==> config.mk <==
export PLATFORM = sky130hd
export DESIGN_NAME = adder_arbiter
export DESIGN_NICKNAME = d
export VERILOG_FILES = /design/src/rtl/adder_arb_pkg.sv /design/src/rtl/adder_2bit.sv /design/src/rtl/adder_pipe.sv /design/src/rtl/adder_arbiter.sv
export SDC_FILE = /design/constraint.sdc
export NUM_CORES = 1
export LEC_CHECK = 0
export ABC_AREA = 1
export CORE_MARGIN = 5
export CORE_UTILIZATION = 25
export DETAILED_ROUTE_END_ITERATION = 6
export PLACE_DENSITY_LB_ADDON = 0.05
export SYNTH_ARGS = -nofsm -noshare
export SYNTH_HDL_FRONTEND = slang
export SYNTH_SLANG_ARGS = --single-unit
==> constraint.sdc <==
create_clock -name Clk -period 2.5 [get_ports Clk]
set_input_delay 0.625 -clock Clk [delete_from_list [all_inputs] [get_ports Clk]]
set_output_delay 0.625 -clock Clk [all_outputs]
set_load 0.05 [all_outputs]
==> src/rtl/adder_arb_pkg.sv <==
// Shared constants for the two-requester adder arbiter: requester IDs,
// operand width and the default grant-counter width.
package adder_arb_pkg;

    localparam logic REQ0      = 1'b0;
    localparam logic REQ1      = 1'b1;
    localparam int   OPW       = 2;
    localparam int   CNT_W_DEF = 8;

endpackage : adder_arb_pkg

==> src/rtl/adder_2bit.sv <==
// Existing 2-bit unsigned adder datapath: combinational sum and carry-out,
// no carry-in.
module adder_2bit
    import adder_arb_pkg::*;
(
    input  logic [OPW-1:0] A,
    input  logic [OPW-1:0] B,
    output logic [OPW-1:0] Sum,
    output logic           Carry
);

    logic [OPW:0] total;

    assign total = {1'b0, A} + {1'b0, B};
    assign Sum   = total[OPW-1:0];
    assign Carry = total[OPW];

endmodule : adder_2bit

==> src/rtl/adder_pipe.sv <==
// Two-stage operand/result pipeline around one shared adder_2bit.
// S1 captures the granted operands; S2 registers sum, carry, ID and valid.
module adder_pipe
    import adder_arb_pkg::*;
(
    input  logic           Clk,
    input  logic           Rst,
    input  logic           In_vld,
    input  logic [OPW-1:0] In_a,
    input  logic [OPW-1:0] In_b,
    input  logic           In_id,
    output logic           Valid,
    output logic           Id,
    output logic [OPW-1:0] Sum_reg,
    output logic           Carry_reg
);

    logic [OPW-1:0] A_s1;
    logic [OPW-1:0] B_s1;
    logic           Id_s1;
    logic           V_s1;
    logic [OPW-1:0] sum_s1;
    logic           carry_s1;

    // S1: operand capture; data holds when nothing was granted
    always_ff @(posedge Clk) begin
        if (Rst) begin
            V_s1 <= 1'b0;
        end else begin
            V_s1 <= In_vld;
            if (In_vld) begin
                A_s1  <= In_a;
                B_s1  <= In_b;
                Id_s1 <= In_id;
            end
        end
    end

    adder_2bit u_adder (
        .A     (A_s1),
        .B     (B_s1),
        .Sum   (sum_s1),
        .Carry (carry_s1)
    );

    // S2: result register; outputs hold their last value while idle
    always_ff @(posedge Clk) begin
        if (Rst) begin
            Valid     <= 1'b0;
            Id        <= REQ0;
            Sum_reg   <= '0;
            Carry_reg <= 1'b0;
        end else begin
            Valid <= V_s1;
            if (V_s1) begin
                Id        <= Id_s1;
                Sum_reg   <= sum_s1;
                Carry_reg <= carry_s1;
            end
        end
    end

endmodule : adder_pipe

==> src/rtl/adder_arbiter.sv <==
// Round-robin arbiter sharing one pipelined 2-bit adder between two requesters.
// Define ADDER_ARB_STATS_EN to build the saturating per-requester grant counters.
module adder_arbiter
    import adder_arb_pkg::*;
#(
    parameter int CNT_W = CNT_W_DEF
) (
    input  logic             Clk,
    input  logic             Rst,
    input  logic             Req0,
    input  logic             Req1,
    input  logic [OPW-1:0]   A0,
    input  logic [OPW-1:0]   B0,
    input  logic [OPW-1:0]   A1,
    input  logic [OPW-1:0]   B1,
    output logic             Grant0,
    output logic             Grant1,
    output logic             Valid,
    output logic             Id,
    output logic [OPW-1:0]   Sum_reg,
    output logic             Carry_reg,
    output logic [CNT_W-1:0] Cnt0,
    output logic [CNT_W-1:0] Cnt1
);

    logic           last;
    logic           any_grant;
    logic [OPW-1:0] win_a;
    logic [OPW-1:0] win_b;

    // Grants look only at requests and the round-robin pointer
    always_comb begin
        Grant0 = 1'b0;
        Grant1 = 1'b0;
        if (!Rst) begin
            unique case ({Req1, Req0})
                2'b01:   Grant0 = 1'b1;
                2'b10:   Grant1 = 1'b1;
                2'b11: begin
                    if (last == REQ1) Grant0 = 1'b1;
                    else              Grant1 = 1'b1;
                end
                default: ;
            endcase
        end
    end

    assign any_grant = Grant0 | Grant1;
    assign win_a     = Grant1 ? A1 : A0;
    assign win_b     = Grant1 ? B1 : B0;

    always_ff @(posedge Clk) begin
        if (Rst) begin
            last <= REQ1;
        end else if (any_grant) begin
            last <= Grant1 ? REQ1 : REQ0;
        end
    end

    adder_pipe u_pipe (
        .Clk       (Clk),
        .Rst       (Rst),
        .In_vld    (any_grant),
        .In_a      (win_a),
        .In_b      (win_b),
        .In_id     (Grant1 ? REQ1 : REQ0),
        .Valid     (Valid),
        .Id        (Id),
        .Sum_reg   (Sum_reg),
        .Carry_reg (Carry_reg)
    );

`ifdef ADDER_ARB_STATS_EN
    // Counters stick at all-ones rather than wrapping
    always_ff @(posedge Clk) begin
        if (Rst) begin
            Cnt0 <= '0;
            Cnt1 <= '0;
        end else begin
            if (Grant0 && (Cnt0 != '1)) Cnt0 <= Cnt0 + 1'b1;
            if (Grant1 && (Cnt1 != '1)) Cnt1 <= Cnt1 + 1'b1;
        end
    end
`else
    assign Cnt0 = '0;
    assign Cnt1 = '0;
`endif

endmodule : adder_arbiter
==> flow_metrics.env, run 1 <==
export IMPL_fin_crit_ns=2.35
export IMPL_fill_cells=279
export IMPL_h_tree_depth=1
export IMPL_cts_root_buffer_cell="clkbuf_4"
export IMPL_syn_area_um2=651
export IMPL_vias_per_cell=3.80
export IMPL_worst_setup_path_start_kind="primary input"
export IMPL_num_io_pins=35
export IMPL_min_path_type="reg -> reg"
export IMPL_vdd_ir_drop_worst_uv=240
export IMPL_final_setup_worst_slack_ns=0.150
export IMPL_area_delta_synth_final_pct=29.0
export IMPL_critPathTopFamily="buffers and inverters"
export IMPL_hold_viol_final=0
export IMPL_clock_sinks=12
export IMPL_post_place_cells=122
export IMPL_die_height_um=61.0
export IMPL_finalHoldWorstSlack_ns=0.475
export IMPL_total_power_mw=0.518
export IMPL_p_per_area_nw_per_um2=617
export IMPL_cts_repair_resized=0
export IMPL_cp_slowest_cell="clkdlybuf4s50_1"
export IMPL_fin_nets=111
export IMPL_drt_iter0_drc=7
export IMPL_crit_type="in -> out"
export IMPL_dieArea_um2=3720
export IMPL_drc=0
export IMPL_path_cells="clkdlybuf4s50_1, inv_2, nand2_1, a21oi_1, buf_12"
export IMPL_reg2reg_slack_ns=1.22
export IMPL_antenna_found_initial=0
export IMPL_outcome="complete, no violations"
export IMPL_fp_row_count=18
export IMPL_max_freq_mhz=426
export IMPL_path_buf_inv=3
export IMPL_drt_pass1_iterations=2
export IMPL_preCtsSetupSlack_ns=0.155
export IMPL_wirelength_um=1160
export IMPL_die_width_um=61.0
export IMPL_core_um2=2480
export IMPL_holdBufCountCts=0
export IMPL_setup_viol=0
export IMPL_first_global_vias=427
export IMPL_initial_core_util_pct=26.3
export IMPL_grt_ovfl_total=0
export IMPL_leakagePower_nw=0.400
export IMPL_rsz0062_at_grt="false"
export IMPL_cp_end_kind="output pin"
export IMPL_finalMaxSlewViolations=0
export IMPL_port_buffers=18
export IMPL_place_congestion=0.762
export IMPL_path_clk_slew_ns=0.08
export IMPL_syn_avg_cell_area_um2=8.56
export IMPL_clock_insertion_delay_worst_skew_ns=0.27
export IMPL_grt_pass1_wl_um=1790
export IMPL_syn_inst=76
export IMPL_finalCritPeriodShare_pct=94.0
export IMPL_post_cts_setup_buffers=0
export IMPL_cts_made_buffers=3
export IMPL_cp_arrival_ns=1.72
export IMPL_final_cells=126
export IMPL_ys_seq_area_share_pct=44.6
export IMPL_dpl_cell_area_um2=813
export IMPL_clockBufferDepth=2
export IMPL_track_usage_pct=6.78
export IMPL_postRouteAntennaNets=0
export IMPL_skew_ns=0.0101
export IMPL_n_antenna_cell=0
export IMPL_setup_tns_final_ns=0
export IMPL_cap_violations=0
export IMPL_cpPeakStageDelay_ns=0.43
export IMPL_final_util_pct=33.9
export IMPL_ys_warn_count=0
export IMPL_grt_start_max_net_pins=9
export IMPL_num_vias=479
export IMPL_cts_tree="done"
export IMPL_hpwl_um=1010
export IMPL_yosysUniqueCellTypes=17
export IMPL_synth_seq_cells=12
export IMPL_path_max_fanout=7
export IMPL_post_drt_wl_per_cell_um=9.22
export IMPL_cp_required_ns=1.88
export IMPL_fin_area_um2=840
export IMPL_drive_gt1_share_pct=10.4
## path summary, 6_finish.rpt
kind,to,cells after the start,startpoint
worst max-delay path,Grant0,5,Rst
worst min-delay path,u_pipe.Carry_reg,2,u_pipe.Carry_reg
worst max register to register,u_pipe.Sum_reg[1],6,u_pipe.B_s1[0]
worst min register to register,u_pipe.Carry_reg,2,u_pipe.Carry_reg
## synthesized netlist by cell type
| library cell | n | area share [%] |
|---|---|---|
| nand4_1 | 4 | 3.8 |
| o21ai_1 | 2 | 1.5 |
| inv_2 | 2 | 1.2 |
| dfxtp_1 | 7 | 22 |
| edfxtp_1 | 5 | 23 |
| ha_1 | 1 | 1.9 |
| nand3_2 | 1 | 1.5 |
| nor2_1 | 9 | 5.2 |
| a21oi_1 | 1 | 0.77 |
| nand2_1 | 17 | 9.8 |
| buf_6 | 1 | 1.7 |
| conb_1 | 1 | 0.58 |
| inv_1 | 5 | 2.9 |
| nand2_2 | 1 | 0.96 |
| o21ai_0 | 1 | 0.77 |
| buf_4 | 17 | 20 |
| fa_1 | 1 | 3.1 |
## final cells by class
class | count | area [um2] | area share [%]
clock buffers | 4 | 26.3 | 3.13
inverters | 7 | 26.3 | 3.13
multi-input cells | 54 | 251 | 30.0
flip-flops and latches | 12 | 290 | 34.6
well taps | 30 | 37.5 | 4.47
repair buffers | 19 | 208 | 24.7
## power by group
group          total [mW]  internal, mW  switching (mW)  leakage (nW)
clock network       0.124        0.0616          0.0621        0.0150
registers           0.230         0.222         0.00843         0.107
logic               0.164        0.0474           0.116         0.278
total               0.518         0.331           0.187         0.400
## routing by layer
layer	global-route usage, %	wire length, um	up-vias	share of wire, %
met4	3.72	10	0	0.86
met2	10.4	554	21	48
met5	0	0	-	0
met3	3.14	118	2	10
met1	7.86	479	210	41
li1	-	-	246	-
## kinds of logic (layout without fill, tap and decap cells)
group	Yosys count	in the layout	share of synthesized area, %
AND/OR/NAND/NOR	32	32	21.3
buffers and inverters	25	30	25.4
other	1	16	0.576
AO/OA/AOI/OAI	4	4	3.08
adder cells (fa/ha/maj)	2	2	5.00
flip-flops	12	12	44.6
## worst register-to-register path, cell delays in order, from the launching register on
cell and delay [ns]:
edfxtp_1 0.34, ha_1 0.14, inv_1 0.05, fa_1 0.52, nand2_1 0.05, nand2_1 0.06, nor2_1 0.03
## layout by cell type, fill, tap and decap left out, types with 2 or more instances in the layout
cell type	Yosys	routed
nand2_1	17	17
conb_1	1	16
clkdlybuf4s50_1	0	16
nor2_1	9	9
dfxtp_1	7	7
inv_1	5	5
edfxtp_1	5	5
nand4_1	4	4
clkbuf_4	0	3
inv_2	2	2
o21ai_1	2	2
buf_12	0	2
Power figures use the tool's default switching activity.
==> run 2: changes to the inputs <==
CAP_MARGIN = 10   (was not set)
DONT_BUFFER_PORTS = 1   (was not set)
==> run 2 against run 1 <==
Design area down 23%. Flip-flop and latch count unchanged. Maximum frequency up 22%. Utilization down 7.7 points. Critical path type unchanged. Highest routed layer unchanged.
==> flow_metrics.env, run 2 (synthesis results as in run 1) <==
export IMPL_fp_row_count=18
export IMPL_clock_insertion_delay_worst_skew_ns=0.27
export IMPL_drive_gt1_share_pct=11.5
export IMPL_place_congestion=0.671
export IMPL_holdBufCountCts=0
export IMPL_min_path_type="in -> reg"
export IMPL_p_per_area_nw_per_um2=782
export IMPL_post_cts_setup_buffers=0
export IMPL_total_power_mw=0.508
export IMPL_critPathTopFamily="buffers and inverters"
export IMPL_final_cell_mix="nand2_1, conb_1, nor2_1"
export IMPL_power_switching_mw=0.183
export IMPL_clockPowerShare_pct=30.3
export IMPL_final_cells=108
export IMPL_path_cells="inv_2, nand3_2, inv_1"
export IMPL_top_usage_layer="met1"
export IMPL_dieArea_um2=3720
export IMPL_mostFrequentLayoutCell="nand2_1"
export IMPL_grt_pass1_wl_um=1560
export IMPL_wirelength_um=1080
export IMPL_hpwl_um=907
export IMPL_hold_viol_final=0
export IMPL_path_buf_inv=2
export IMPL_dpl_cell_area_um2=613
export IMPL_cp_end_kind="output pin"
export IMPL_postRouteAntennaNets=0
export IMPL_finalHoldWorstSlack_ns=0.421
export IMPL_fin_crit_ns=1.93
export IMPL_outcome="complete, no violations"
export IMPL_area_delta_synth_final_pct=-0.192
export IMPL_cap_violations=0
export IMPL_finalCritPeriodShare_pct=77.0
export IMPL_reg2reg_from="u_pipe.A_s1[0]"
export IMPL_cts_repair_resized=0
export IMPL_intPower_mw=0.325
export IMPL_multi_input_area_um2=251
export IMPL_n_antenna_cell=0
export IMPL_path_max_fanout=12
export IMPL_setup_tns_final_ns=0
export IMPL_skew_ns=0.00392
export IMPL_grt_ovfl_total=0
export IMPL_post_place_cells=104
export IMPL_cpPeakStageDelay_ns=0.37
export IMPL_crit_start="Rst"
export IMPL_vdd_ir_drop_worst_uv=225
export IMPL_crit_type="in -> out"
export IMPL_worst_slew_pin_slew_ns=0.520
export IMPL_h_tree_depth=1
export IMPL_fin_area_um2=649
export IMPL_initial_core_util_pct=26.3
export IMPL_seq_power_share_pct=50.5
export IMPL_cp_required_ns=1.88
export IMPL_slew_headroom_pct=65.3
export IMPL_rsz0062_at_grt="false"
export IMPL_final_setup_worst_slack_ns=0.574
export IMPL_max_freq_mhz=519
export IMPL_final_util_pct=26.2
export IMPL_p_sw_share_pct=36.0
export IMPL_drt_iter0_drc=9
export IMPL_p_comb_share_pct=19.3
export IMPL_clockBufferDepth=2
export IMPL_grt_util_met3_pct=3.14
export IMPL_num_vias=395
export IMPL_fill_cells=281
export IMPL_cts_root_buffer_cell="clkbuf_4"
export IMPL_globalRouteMet2Util_pct=7.18
export IMPL_drt_pass1_iterations=4
export IMPL_fin_nets=93
export IMPL_grt_start_max_net_pins=13
export IMPL_vias_per_cell=3.66
export IMPL_leakagePower_nw=0.328
export IMPL_cp_arrival_ns=1.30
export IMPL_setup_viol=0
export IMPL_first_global_vias=318
export IMPL_die_height_um=61.0
export IMPL_clock_sinks=12
export IMPL_ff_latch_area_um2=290
export IMPL_cts_made_buffers=3
export IMPL_finalMaxSlewViolations=0
export IMPL_cp_slowest_cell="inv_1"
export IMPL_min_from="Rst"
export IMPL_track_usage_pct=6.26
export IMPL_core_um2=2480
export IMPL_path_clk_slew_ns=0.08
export IMPL_worst_setup_path_start_kind="primary input"
export IMPL_die_width_um=61.0
export IMPL_post_drt_wl_per_cell_um=9.99
export IMPL_num_io_pins=35
export IMPL_preCtsSetupSlack_ns=0.559
export IMPL_drc=0
export IMPL_antenna_found_initial=0
export IMPL_grt_util_met1_pct=8.66
export IMPL_port_buffers=0
export IMPL_cts_tree="done"
==> run 2: changes by cell type in the layout (fill, tap and decap cells not counted) <==
cell             previous run  this run
buf_12                      2         0
clkbuf_1                    1         0
clkbuf_8                    0         1
clkdlybuf4s50_1            16         0
==> run 2: final timing paths <==
check                                    endpoint  slack, ns  depth (start not counted)
worst min register to register          u_pipe.Id       0.48                          2
worst min-delay path                 u_pipe.Valid       0.42                          1
worst max-delay path                       Grant1       0.57                          3
worst max register to register  u_pipe.Sum_reg[1]       1.21                          6
==> run 2: per-layer routing <==
metal	routed length, um	share of wire [%]
met5	0	0
met4	13	1.2
met3	134	12
met1	463	43
met2	467	43
==> run 2: final cells by class <==
class	count	share of cell area, %
sequential	12	44.7
multi-input combinational	54	38.7
inverter	7	4.05
clock buffer	4	5.59
tap	30	5.78
timing repair buffer	1	1.16
==> run 2: power groups by stage <==
stage	logic [mW]	clock network, mW	registers, mW
after floorplan	0.114	0	0.259
after global placement	0.0987	0	0.262
after detailed placement	0.0981	0	0.262
after CTS	0.0983	0.162	0.257
after global routing	0.108	0.169	0.259
final	0.0979	0.154	0.256
==> run 3: changes to the inputs <==
clock period = 1.95 ns   (was 2.5 ns; I/O delays follow)
==> run 3 against run 2 <==
Combinational power grew 30%. Via count grew 1.3%. Design area shrank 0.39%. Clock power is essentially flat. Routed wire length shrank 3.0%. Global-route usage shrank 0.17 points. Non-clock buffer count grew 1.
==> flow_metrics.env, run 3 (synthesis results as in run 1) <==
export IMPL_clock_sinks=12
export IMPL_grt_util_met3_pct=4.19
export IMPL_place_congestion=0.674
export IMPL_cts_made_buffers=3
export IMPL_dpl_cell_area_um2=621
export IMPL_hpwl_um=900
export IMPL_final_setup_worst_slack_ns=0.349
export IMPL_mostFrequentLayoutCell="nand2_1"
export IMPL_fin_crit_ns=1.60
export IMPL_path_max_fanout=6
export IMPL_cts_tree="done"
export IMPL_finalMaxSlewViolations=0
export IMPL_vdd_ir_drop_worst_uv=364
export IMPL_cap_violations=0
export IMPL_min_path_type="in -> reg"
export IMPL_post_place_cells=105
export IMPL_cp_end_kind="output pin"
export IMPL_dieArea_um2=3720
export IMPL_post_drt_wl_per_cell_um=9.61
export IMPL_slew_headroom_pct=65.1
export IMPL_post_cts_setup_buffers=0
export IMPL_h_tree_depth=1
export IMPL_crit_type="reg -> out"
export IMPL_num_vias=400
export IMPL_fin_area_um2=647
export IMPL_grt_util_met1_pct=7.36
export IMPL_hold_viol_final=0
export IMPL_drt_iter0_drc=7
export IMPL_first_global_vias=367
export IMPL_grt_start_max_net_pins=13
export IMPL_reg2reg_slack_ns=0.65
export IMPL_wirelength_um=1050
export IMPL_drt_pass1_iterations=2
export IMPL_worst_setup_path_start_kind="register"
export IMPL_initial_core_util_pct=26.3
export IMPL_postRouteAntennaNets=0
export IMPL_drc=0
export IMPL_track_usage_pct=6.09
export IMPL_cts_repair_resized=0
export IMPL_cts_root_buffer_cell="clkbuf_4"
export IMPL_max_freq_mhz=624
export IMPL_fin_nets=94
export IMPL_n_antenna_cell=0
export IMPL_worst_slew_pin_slew_ns=0.523
export IMPL_rsz0062_at_grt="false"
export IMPL_skew_ns=0.00594
export IMPL_drive_gt1_share_pct=11.4
export IMPL_preCtsSetupSlack_ns=0.354
export IMPL_core_um2=2480
export IMPL_total_power_mw=0.607
export IMPL_setup_viol=0
export IMPL_final_cells=109
export IMPL_finalHoldWorstSlack_ns=0.291
export IMPL_clockBufferDepth=2
export IMPL_leakagePower_nw=0.328
export IMPL_p_per_area_nw_per_um2=938
export IMPL_final_util_pct=26.1
export IMPL_area_delta_synth_final_pct=-0.577
export IMPL_grt_pass1_wl_um=1550
export IMPL_antenna_found_initial=0
export IMPL_outcome="complete, no violations"
export IMPL_die_height_um=61.0
export IMPL_die_width_um=61.0
export IMPL_num_io_pins=35
export IMPL_fp_row_count=18
export IMPL_top_usage_layer="met2"
export IMPL_cp_required_ns=1.46
export IMPL_finalCritPeriodShare_pct=82.1
export IMPL_path_clk_slew_ns=0.07
export IMPL_grt_ovfl_total=0
export IMPL_holdBufCountCts=0
export IMPL_clock_insertion_delay_worst_skew_ns=0.27
export IMPL_globalRouteMet2Util_pct=8.70
export IMPL_final_cell_mix="nand2_1, conb_1, nor2_1"
export IMPL_vias_per_cell=3.67
export IMPL_cp_arrival_ns=1.11
export IMPL_setup_tns_final_ns=0
export IMPL_port_buffers=0
[run 3: cell count changes in the layout (fill, tap and decap cells not counted), sizes merged]
| cell | change |
|---|---|
| buf | +1 |
| clkbuf | -1 |
| clkinv | +1 |
[run 3: path summary, 6_finish.rpt]
path | startpoint | end | depth (start not counted)
hold / removal | Rst | u_pipe.Valid | 1
hold reg to reg | u_pipe.Id_s1 | u_pipe.Id | 2
setup reg to reg | u_pipe.B_s1[0] | u_pipe.Sum_reg[1] | 6
setup / recovery | last | Grant1 | 4
[run 3: final cells by class]
type	count	area, um2
multi-input cells	54	251
well taps	30	37.5
repair buffers	2	15.0
clock buffers	3	22.5
clock inverters	1	3.75
inverters	7	26.3
fillers	284	1830
flip-flops and latches	12	290
[run 3: report_power, final]
group          switching, mW  internal (mW)  total [mW]
registers             0.0441          0.284       0.328
logic                  0.106         0.0205       0.127
clock network         0.0777         0.0740       0.152
[run 3: layer usage]
| layer | vias up | wire length (um) |
|---|---|---|
| li1 | 211 | - |
| met5 | - | 0 |
| met3 | 2 | 117 |
| met4 | 0 | 11 |
| met1 | 166 | 463 |
| met2 | 21 | 454 |
[run 3: critical path: stages, from the launching register on]
cell and delay, ns:
dfxtp_1 0.33, nand2_2 0.11, nand3_2 0.13, inv_1 0.08, buf_4 0.19
==> edit 1: new RTL, flow settings as in run 3 <==
Build with the macro `ADDER_ARB_STATS_EN` defined.
--- a/src/rtl/adder_arbiter.sv
+++ b/src/rtl/adder_arbiter.sv
@@ -1,5 +1,7 @@
 // Round-robin arbiter sharing one pipelined 2-bit adder between two requesters.
 // Define ADDER_ARB_STATS_EN to build the saturating per-requester grant counters.
+`define ADDER_ARB_STATS_EN
+
 module adder_arbiter
     import adder_arb_pkg::*;
 #(
Behaviour: not the same (a bounded check fails within 4 cycles, from zero or initial values and one cycle with Rst high).
==> edit 1 against run 3 <==
Sequential cell count up 16; worst setup slack worse by 0.047 ns; synthesized area up 120%; design area rose to 2.7 times the old value; routed wire length rose to 3.3 times the old value; clock skew down 0.0038 ns; total power up 110%; first-iteration DRC count rose to 8.4 times the old value; critical path type unchanged; critical endpoint is now Grant0; largest cell class is now multi-input combinational cells.
==> edit 1: results (changes against run 3) <==
Outcome
  • Status: complete, no violations (unchanged)

Clocking
  • Clk slew on worst S/H paths: 0.10 ns (was 0.07 ns)

Hold path
  • Hold endpoint: Cnt1[7] (was u_pipe.Valid)

Yosys
  • Number of library cell types mapped by synthesis: 24 (was 17)
  • Seq/Total Area, Yosys: 42.3% (was 44.6%)
  • Top post-synthesis cells by area: dfxtp_1, nand2_1, edfxtp_1 (was edfxtp_1, dfxtp_1, buf_4)
  • #FFs+latches synth: 28 (was 12)
  • Post-synthesis instance total: 188 (was 76)

Layout
  • Final Util: 31.1% (was 26.1%)
  • Inverters: 21 (was 7)
  • Buffer share of cell area: 7.80% (was 2.32%)
  • Layout Nets: 225 (was 94)

Placed design
  • Post-placement worst setup slack: 0.403 ns (was 0.354 ns)
  • Dpl cells: 276 (was 105)

Critical path
  • R2r startpoint: last (was u_pipe.B_s1[0])
  • Reg-to-reg endpoint: Cnt0[0] (was u_pipe.Sum_reg[1])
  • Flop2flop setup slack: 0.59 ns (was 0.65 ns)
  • R2R depth: 7 (was 6)

Pwr
  • Pleak: 0.707 nW (was 0.328 nW)

Drt
  • Routed length on met3: 321 um (was 117 um)
  • Vias per cell: 4.26 (was 3.67)
  • Avg WL per Cell: 12.4 um (was 9.61 um)

STA
  • Setup Skew: 0.00211 ns (was 0.00594 ns)

GRT
  • Global routing usage on met2: 16.6% (was 8.70%)
  • Vias in the first global route: 1232 (was 367)
==> edit 1: cell families (layout without fill, tap and decap cells) <==
group,Yosys count,count (layout),share of synthesized area [%]
AND/OR/NAND/NOR,107,107,34.6
XOR/XNOR,6,6,3.64
buffers and inverters,23,43,6.32
flip-flops,28,28,42.3
AO/OA/AOI/OAI,20,20,9.18
adder cells (fa/ha/maj),4,4,3.98
==> edit 1: how the worst max path moves through the flow <==
stage,start,endpoint,slack [ns],cells after the start
2_1_floorplan,Cnt1[1],Cnt1[1],0.31,8
3_3_place_gp,Rst,Grant0,0.44,3
3_5_place_dp,Rst,Cnt0[0],0.40,6
4_1_cts,last,Grant0,0.29,4
5_1_grt,last,Grant0,0.20,4
6_report,last,Grant0,0.30,4
==> edit 2: new RTL, flow settings as in run 3 <==
Without the edit above. Change the package constant `OPW` from 2 to 4.
--- a/src/rtl/adder_arb_pkg.sv
+++ b/src/rtl/adder_arb_pkg.sv
@@ -4,7 +4,7 @@
 
     localparam logic REQ0      = 1'b0;
     localparam logic REQ1      = 1'b1;
-    localparam int   OPW       = 2;
+    localparam int   OPW       = 4;
     localparam int   CNT_W_DEF = 8;
 
 endpackage : adder_arb_pkg
Ports: changed (5 resized); port bits go from 35 to 45. The function was not compared with the original's and may differ.
==> edit 2 against run 3 <==
Sequential share of layout area is 1.7 points lower; routed wire length grew 88%; sequential cell count is 6 higher; worst hold slack gained 0.0034 ns; synthesized cell count is 53% higher; design area increased by 61%; synthesized area rose by 53%; clock power increased by 74%; count of clock-buffer cells in the layout stayed put; total power grew 54%; worst setup slack better by 0.076 ns.
==> edit 2: results (changes against run 3) <==
Clocking
  • Clock H-tree levels: 1 (unchanged)
  • Worst-skew pair later-pin latency: 0.25 ns (was 0.27 ns)
  • CTS root buf: clkbuf_8 (was clkbuf_4)

Yosys
  • Number of library cell types mapped by synthesis: 21 (was 17)
  • Top post-synthesis cells by area: edfxtp_1, dfxtp_1, buf_4 (unchanged)
  • Number of synthesized flops with an enable pin: 9 (was 5)
  • Most common library cells after synthesis: nand2_1, buf_4, nor2_1 (was buf_4, nand2_1, nor2_1)
  • Seq/Total Area, Yosys: 45.2% (was 44.6%)
  • Most used DFF post-synth: edfxtp_1 (was dfxtp_1)
  • #FFs+latches synth: 18 (was 12)

Drt
  • First-pass detailed-route iteration total: 3 (was 2)
  • Drt first-iter violations: 12 (was 7)
  • Met2 Routed Length: 864 um (was 454 um)
  • Metal-1 WL: 881 um (was 463 um)
  • Routed length on met3: 186 um (was 117 um)
  • Avg WL per Cell: 11.7 um (was 9.61 um)
  • Vias per cell: 3.88 (was 3.67)

GRT
  • GRT met1 Usage: 10.2% (was 7.36%)
  • Met3 GRT Util: 3.58% (was 4.19%)
  • Pin count of the biggest net entering global routing: 11 (was 13)
  • Total global-route track usage: 8.21% (was 6.09%)
  • Global-route wire length before repair: 3270 um (was 1550 um)
  • Global routing usage on met2: 12.2% (was 8.70%)

Layout
  • Total of fill cells in the finished design: 437 (was 284)
  • Proportion of layout cells with a drive suffix above 1: 9.24% (was 11.4%)
  • Final instance area: 1040 um2 (was 647 um2)
  • Multi-Input Combinational: 82 (was 54)
  • Inverters: 13 (was 7)
  • Storage element area: 450 um2 (was 290 um2)
  • Clock network area share: 4.32% (was 4.06%)
  • Layout Nets: 145 (was 94)
  • Multi-input combinational area share: 39.4% (was 38.9%)

STA
  • Setup Skew: 0.000728 ns (was 0.00594 ns)
  • Worst-Margin Slew: 0.518 ns (was 0.523 ns)
  • Post-route clock period utilization: 78.3% (was 82.1%)
  • Worst hold slack: 0.295 ns (was 0.291 ns)

Placed design
  • Post-placement worst setup slack: 0.509 ns (was 0.354 ns)
  • Dpl hpwl: 1590 um (was 900 um)
  • Routability cong.: 0.669 (was 0.674)

Pwr
  • Max IR drop VDD: 0.392 mV (was 0.364 mV)
  • Pleak: 0.493 nW (was 0.328 nW)
  • Switch Pwr: 0.321 mW (was 0.228 mW)

Critical path
  • Reg-to-reg endpoint: u_pipe.Sum_reg[2] (was u_pipe.Sum_reg[1])
  • Worst EP arrival: 1.04 ns (was 1.11 ns)
  • Flop2flop setup slack: 0.54 ns (was 0.65 ns)

Outcome
  • Status: complete, no violations (unchanged)

Hold path
  • Hold endpoint: u_pipe.V_s1 (was u_pipe.Valid)
==> edit 2: power groups by stage <==
stage	Combinational [mW]	Clock [mW]	Sequential (mW)
2_1_floorplan	0.190	0	0.488
3_3_place_gp	0.183	0	0.496
3_5_place_dp	0.182	0	0.496
4_1_cts	0.183	0.284	0.487
5_1_grt	0.204	0.301	0.490
6_report	0.181	0.265	0.487
==> edit 2: critical path, cell delays in order, from the launching register on <==
cell,delay (ns)
dfxtp_1,0.32
nand2_1,0.10
nand3_4,0.16
inv_6,0.20
==> edit 2: logic make-up (layout without fill, tap and decap cells) <==
group                    count (synthesis)  in the layout  synth area share [%]
other                                    1             16                 0.377
adder cells (fa/ha/maj)                  5              5                  7.04
AND/OR/NAND/NOR                         48             48                  20.4
XOR/XNOR                                 1              1                 0.880
AO/OA/AOI/OAI                           12             12                  6.53
buffers and inverters                   31             19                  19.6
flip-flops                              18             18                  45.2
